--- config.mk ---
export PLATFORM = sky130hd
export DESIGN_NAME = ha_array_acc_seq
export DESIGN_NICKNAME = d
export VERILOG_FILES = /design/src/rtl/ha_array_acc_seq.sv
export SDC_FILE = /design/constraint.sdc
export NUM_CORES = 1
export LEC_CHECK = 0
export BUFFER_PORTS_ARGS = -buffer_cell sky130_fd_sc_hd__buf_2
export CAP_MARGIN = 20
export CORE_AREA = 2 2 104 106
export CTS_BUF_LIST = sky130_fd_sc_hd__clkbuf_8
export CTS_CLUSTER_SIZE = 12
export DETAILED_ROUTE_END_ITERATION = 8
export DIE_AREA = 0 0 106 108
export MAX_ROUTING_LAYER = met4
export PLACE_DENSITY = 0.71
export SKIP_CTS_REPAIR_TIMING = 1
export SLEW_MARGIN = 10
export SYNTH_ARGS = -nofsm -noshare
export SYNTH_HDL_FRONTEND = slang
export SYNTH_SLANG_ARGS = --single-unit
--- constraint.sdc ---
create_clock -name clk -period 8.53 [get_ports clk]
set_clock_uncertainty 0.2 [all_clocks]
set_input_delay 1.2795 -clock clk [delete_from_list [all_inputs] [get_ports clk]]
set_output_delay 1.2795 -clock clk [all_outputs]
set_load 0.05 [all_outputs]
--- src/rtl/ha_array_acc_seq.sv ---
// ha_array_acc_seq: sequencing controller for the 8x8 approximate multiplier's
// half-adder compression stage. It accepts an operand pair, drives it onto the
// external combinational ha_array datapath, and folds the four weighted row
// outputs into a 16-bit product using one shared adder. The adder handles
// ROWS_PER_CYCLE rows per cycle.
// Build option: define HA_ACC_SAT_EN to make the accumulator saturate at
// 16'hFFFF. When it is undefined, the accumulator wraps modulo 2^16.
module ha_array_acc_seq #(
  parameter int ROWS_PER_CYCLE = 1
) (
  input  logic       clk,
  input  logic       rst,
  input  logic       in_valid,
  output logic       in_ready,
  input  logic [7:0] x,
  input  logic [7:0] y,
  output logic [7:0] mul_x,
  output logic [7:0] mul_y,
  input  logic [6:0] ha_array_0_b,
  input  logic [8:0] ha_array_0_t,
  input  logic [6:0] ha_array_1_b,
  input  logic [8:0] ha_array_1_t,
  input  logic [6:0] ha_array_2_b,
  input  logic [8:0] ha_array_2_t,
  input  logic [6:0] ha_array_3_b,
  input  logic [8:0] ha_array_3_t,
  output logic       out_valid,
  input  logic       out_ready,
  output logic [15:0] p,
  output logic       busy
);

  generate
    if (!(ROWS_PER_CYCLE == 1 || ROWS_PER_CYCLE == 2 || ROWS_PER_CYCLE == 4)) begin : g_bad_rows_per_cycle
      $error("ha_array_acc_seq: ROWS_PER_CYCLE must be 1, 2 or 4");
    end
  endgenerate

  // The last group of rows starts at row 4-ROWS_PER_CYCLE.
  // For ROWS_PER_CYCLE=4 this is row 0, which is the only group.
  localparam logic [1:0] LAST_BASE = 2'(4 - ROWS_PER_CYCLE);
  localparam logic [1:0] ROW_STEP  = 2'(ROWS_PER_CYCLE);

`ifdef HA_ACC_SAT_EN
  localparam int GW = 18;
`else
  localparam int GW = 16;
`endif

  typedef enum logic [1:0] {
    S_IDLE = 2'd0,
    S_ACC  = 2'd1,
    S_DONE = 2'd2
  } state_t;

  state_t      r_state;
  state_t      w_next;
  logic [7:0]  r_mul_x;
  logic [7:0]  r_mul_y;
  logic [15:0] r_acc;
  logic [15:0] r_p;
  logic [1:0]  r_row;

  logic        w_accept;
  logic        w_acc_en;
  logic        w_last;

  logic [6:0]  w_b [4];
  logic [8:0]  w_t [4];
  logic [9:0]  w_row [4];
  logic [15:0] w_contrib [4];
  logic [GW-1:0] w_group;
  logic [15:0] w_acc_next;

  assign w_b[0] = ha_array_0_b;
  assign w_b[1] = ha_array_1_b;
  assign w_b[2] = ha_array_2_b;
  assign w_b[3] = ha_array_3_b;
  assign w_t[0] = ha_array_0_t;
  assign w_t[1] = ha_array_1_t;
  assign w_t[2] = ha_array_2_t;
  assign w_t[3] = ha_array_3_t;

  assign mul_x = r_mul_x;
  assign mul_y = r_mul_y;
  assign p     = r_p;

  // Weight each row and sum the group selected by the row counter.
  always_comb begin
    w_group = '0;
    for (int unsigned k = 0; k < 4; k++) begin
      w_row[k]     = {1'b0, w_t[k]} + {1'b0, w_b[k], 2'b00};
      w_contrib[k] = {6'b0, w_row[k]} << (2 * k);
    end
    for (int unsigned j = 0; j < ROWS_PER_CYCLE; j++) begin
      w_group = w_group + GW'(w_contrib[r_row + 2'(j)]);
    end
  end

`ifdef HA_ACC_SAT_EN
  logic [17:0] w_sum;

  // Saturating add. Once the sum reaches 16'hFFFF it stays there, because every
  // row contribution is non-negative.
  always_comb begin
    w_sum      = {2'b00, r_acc} + w_group;
    w_acc_next = (|w_sum[17:16]) ? '1 : w_sum[15:0];
  end
`else
  // Wrapping add. The carry out of bit 15 is dropped.
  always_comb begin
    w_acc_next = r_acc + w_group;
  end
`endif

  // State register.
  always_ff @(posedge clk or posedge rst) begin
    if (rst) begin
      r_state <= S_IDLE;
    end else begin
      r_state <= w_next;
    end
  end

  // Next-state logic, handshake outputs and datapath strobes.
  always_comb begin
    w_next    = r_state;
    in_ready  = 1'b0;
    out_valid = 1'b0;
    busy      = 1'b1;
    w_accept  = 1'b0;
    w_acc_en  = 1'b0;
    w_last    = 1'b0;
    case (r_state)
      S_IDLE: begin
        in_ready = 1'b1;
        busy     = 1'b0;
        if (in_valid) begin
          w_accept = 1'b1;
          w_next   = S_ACC;
        end
      end
      S_ACC: begin
        w_acc_en = 1'b1;
        if (r_row == LAST_BASE) begin
          w_last = 1'b1;
          w_next = S_DONE;
        end
      end
      S_DONE: begin
        out_valid = 1'b1;
        if (out_ready) begin
          w_next = S_IDLE;
        end
      end
      default: begin
        w_next = S_IDLE;
      end
    endcase
  end

  // Datapath registers: operand latch, accumulator, row counter and product.
  always_ff @(posedge clk or posedge rst) begin
    if (rst) begin
      r_mul_x <= '0;
      r_mul_y <= '0;
      r_acc   <= '0;
      r_row   <= '0;
      r_p     <= '0;
    end else if (w_accept) begin
      r_mul_x <= x;
      r_mul_y <= y;
      r_acc   <= '0;
      r_row   <= '0;
    end else if (w_acc_en) begin
      r_acc <= w_acc_next;
      r_row <= r_row + ROW_STEP;
      if (w_last) begin
        r_p <= w_acc_next;
      end
    end
  end

endmodule

* Word-level counts from Yosys, hierarchy flattened
Cells that the tools add are included.
Storage, ports and cells: flip-flop bits (word level) 52, latch bits 0, RAM bits 0, memory bits (read-only) 0, input port bits 84, logic and storage cells 44, memories kept 0
Operators by class: $add $sub $neg 6, multiply operators 0, divide/modulo/power cells 0, magnitude comparators 1, equality and inequality tests 6, shift operators 0, multiplexer cells 19, bitwise gates (word level) 2, reductions and logical operators 4
Operators with widths (count):
- 16-bit two-way mux | 4
- 9-bit by 9-bit adder with 10-bit output | 4
- 16-bit binary-select mux with 2-bit select | 1
- 16-bit adder | 1
- 2-bit two-way mux | 5
- 1-bit two-way mux | 8
- 2-bit != test (second input constant) | 3
- 2-bit one-hot mux with 3 select lines | 1
- 3-bit AND reduction | 2
- 2-bit == test (second input constant) | 2
- 3-bit greater-or-equal comparator (second input constant) | 1
- 2-bit inverter with 3-bit output | 1
- 2-bit by 1-bit adder with 2-bit output (second input constant) | 1
- 2-bit by 1-bit == test with 1-bit output (second input constant) | 1
- 2-bit logical NOT | 1
- 2-bit nonzero test | 1
- 1-bit inverter | 1

* Longest topological paths before layout
word-level depth 7, gate-level depth with buffers 17, gate-level depth less buffers 16

* Worst setup path after synthesis
No wires, ideal clock.
path kind input-to-reg, start in ha_array_1_b[0], end reg r_acc[12], setup time 0.136 ns, data arrival time 3.925 ns, required time 8.194 ns, setup slack 4.269 ns, stages 14, path through ha_1 fa_1 a21o_1 a21oi_1 xnor2_1 a21oi_1 a22oi_1 ha_1 and2_1 a41o_1 o21bai_1 o211a_1 mux2i_1 o211ai_1
Between the ends: word-level cells in the longest chain between the ends 7
RTL lines:
- start: declaration | line 21 | input logic [6:0] ha_array_1_b,
- 9-bit by 9-bit adder with 10-bit output | line 92 | w_row[k] = {1'b0, w_t[k]} + {1'b0, w_b[k], 2'b00};
- 16-bit binary-select mux with 2-bit select | line 96 | w_group = w_group + GW'(w_contrib[r_row + 2'(j)]);
- 16-bit two-way mux (not written as such) (2 in series) | line 96
- 16-bit adder | line 112 | w_acc_next = r_acc + w_group;
- 16-bit two-way mux | line 175 | end else if (w_acc_en) begin
- 16-bit two-way mux | line 170 | end else if (w_accept) begin
- end signal: assignment | line 176 | r_acc <= w_acc_next;
- end: declaration | line 60 | logic [15:0] r_acc;
Every way passes these cells. The select of a mux whose other input is x is not followed. A chain may end at the register's enable or synchronous reset.

* Worst setup path after layout
start in ha_array_0_t[2], end reg r_p[15], in the netlist p[15]
Between the ends: word-level cells in the longest chain between the ends 5
RTL lines:
- start: declaration | line 20 | input logic [8:0] ha_array_0_t,
- 9-bit by 9-bit adder with 10-bit output | line 92
- 16-bit binary-select mux with 2-bit select | line 96
- 16-bit two-way mux (not written as such) (2 in series) | line 96
- 16-bit adder | line 112
- end signal: assignment | line 179 | r_p <= w_acc_next;
- end: declaration | line 61 | logic [15:0] r_p;
Every way passes these cells. The select of a mux whose other input is x is not followed.

==> flow_summary.ini <==
[placement]
dp_hpwl_um = 8290
portBuffers = 118
dp.cells = 692
place.gp.congestion = 0.919

[clocking]
clkTransAtPathRegs_ns = 0.11
tritoncts = done
numCtsBuffers = 5
root_buffer = clkbuf_8
cts.htree.levels = 2
clock-sinks = 52
clock_latency_ns = 0.32
cts_buffer_depth = 2

[logic_synthesis]
synth_flop_cell = dfrtp_1
syn_avg_cell_area_sq_um = 8.93
synth_seq_cells = 52
synth_nets = 588
ys_warn_count = 0
syn_area_sq_um = 4060
synthArstFlopShare = 1.00
syn_inst = 455
ys_types = 53
yosysSeqAreaShare = 0.320
synth_edf_count = 0

[timing]
slew_violations = 0
max_slew_margin = 0.396
setup_viol = 0
hold_viol = 0
period_needed_ns = 4.38
fin_crit_sh = 0.514
max_freq_ghz = 0.228
worst_pin_slew_ns = 0.906
fin_setup_tns_ns = 0
rsz0062_at_grt = no

[power]
power_mw = 1.96
powerDensity_nw_per_um2 = 404
worst_ir_drop_vdd_uv = 254
p_leak_nw = 2.38

[setup_path]
worst_setup_path_start_kind = primary input
r2r_cells = 11
worstReg2RegEnd = p[12]$_DFFE_PP0P_
regToRegSetupSlack_ns = 5.15
path_class = in -> reg
worst_r2r_startpoint = r_row[1]$_DFFE_PP0P_
critPathCaptureType = register
arrival_ns = 4.36
path_max_fanout = 5
required_ns = 8.51

[routing]
firstDrtPassIters = 4
antenna_left = 0
dr.first_iter.drc_count = 169
drc = 0
post_drt_wl_per_cell_um = 14.8
vias = 3673
wirelength_um = 10400
viasPerCell = 5.25

[min_path]
hp-start = p[6]$_DFFE_PP0P_
holdPathStages = 2
worstHoldPathType = reg -> reg
min_to = p[6]$_DFFE_PP0P_

[run_status]
status = completed

[cells_and_area]
final_common_cell = buf_2
ff_latch_area_sq_um = 1300
nets = 696
syn_to_final_growth_pct = 19.9
num-fill-cells = 999
layout_common_cells = 118 x buf_2, 52 x dfrtp_1, 44 x nand2_1, 44 x ha_1, 43 x o21ai_0
fin_cells = 700
diodes = 0
multi_input_area_sq_um = 2600
drive_above_1_share = 0.268

[grt]
grt_usage = 0.187
antenna_found_initial = 0
grt_use_met3 = 0.0319
grt_util_met1 = 0.236
grt_max_degree = 53
grt-busiest-layer = met2
grt_pass1_vias = 3623
grt_pass1_wl_um = 16800
grt_overflow_total = 0
grt_util_met2 = 0.321

[floorplanning]
start_util = 0.397
die_w_um = 106
pin_count = 119
die-area_sq_um = 11400
rows = 37
core_area_sq_um = 10200
die_height_um = 108

[flow_run]
maxCapViolCount = 0
## cells in the mapped netlist (4+ instances only)
master	count	area (sq um)
dfrtp_1	52	1300
ha_1	44	551
nand2_1	44	165
o21ai_0	43	215
a21oi_1	30	150
nand3_1	25	125
inv_1	20	75.1
nor2_1	19	71.3
mux2_2	18	203
clkbuf_1	14	52.6
xnor2_1	12	105
nor2b_1	10	62.6
nand2b_1	8	50.1
o211ai_1	8	60.1
xor2_1	8	70.1
a211oi_1	7	52.6
a21o_1	7	52.6
mux2i_1	7	70.1
nor3_1	7	35.0
o21bai_1	7	52.6
o21a_1	6	45.0
fa_1	5	100
o21ai_1	5	25.0
buf_2	4	20.0
## worst max-delay path by stage
stage                             to  slack, ns       startpoint  cells after the start
6_report           p[15]$_DFFE_PP0P_       4.15  ha_array_0_t[2]                     15
5_1_grt            p[13]$_DFFE_PP0P_       3.88  ha_array_1_b[0]                     15
4_1_cts            p[15]$_DFFE_PP0P_       4.14  ha_array_0_t[2]                     15
3_5_place_dp       p[13]$_DFFE_PP0P_       3.81  ha_array_1_b[0]                     15
3_3_place_gp   r_acc[12]$_DFFE_PP0P_       3.85  ha_array_1_b[0]                     15
2_1_floorplan  r_acc[12]$_DFFE_PP0P_       4.27  ha_array_1_b[0]                     14
## critical path, cell delays in order
cell and delay (ns):
buf_2 0.08, ha_1 0.16, inv_1 0.06, fa_1 0.37, nor2b_1 0.16, o21a_1 0.18
o21a_1 0.15, o311ai_0 0.12, a21boi_0 0.15, ha_1 0.42, nand2_1 0.15, o31a_1 0.38
o41ai_2 0.39, xnor2_1 0.20, o21ai_1 0.09
## registers in the layout (all words and copies together) (netlist names)
register,flops
p,16
mul_x,8
r_acc,16
r_state,2
r_row,2
mul_y,8
## routing by layer
metal,vias to the layer above,part of all wire
met5,-,0
met4,0,0.0085
met3,8,0.037
met2,80,0.51
met1,1717,0.45
li1,1868,-
## power breakdown
| group | switching (mW) | leakage, nW | internal, mW |
|---|---|---|---|
| sequential | 0.0741 | 0.636 | 0.372 |
| combinational | 0.907 | 1.70 | 0.459 |
| clock | 0.0926 | 0.0487 | 0.0601 |
| total | 1.07 | 2.38 | 0.891 |
## cells by family after synthesis
family | Yosys count | synth area share
AOI/OAI and AO/OA | 141 | 0.220
and+or+nand+nor | 126 | 0.146
DFF | 52 | 0.320
adders and majority gates | 49 | 0.160
buffers and inverters | 41 | 0.0391
muxes | 25 | 0.0672
xor gates and xnor gates | 21 | 0.0471
## layout make-up
class / count / area share
inverter: 21 / 0.0164
clock inverter: 3 / 0.00540
sequential: 52 / 0.267
tap: 136 / 0.0350
multi-input combinational: 362 / 0.534
clock buffer: 5 / 0.0141
timing repair buffer: 121 / 0.127
## per-stage QoR
| step | hold slack (ns) | worst slack, ns | utilization | area [sq um] |
|---|---|---|---|---|
| 2_1_floorplan | 0.273 | 4.27 | - | 4060 |
| 3_5_place_dp | 0.268 | 3.81 | 0.466 | 4770 |
| 4_1_cts | 0.290 | 4.14 | 0.476 | 4870 |
| 3_3_place_gp | 0.260 | 3.85 | 0.465 | 4760 |
| 6_report | 0.282 | 4.15 | 0.476 | 4870 |
| 5_1_grt | 0.311 | 3.88 | 0.476 | 4870 |
Power figures use the tool's default switching activity.
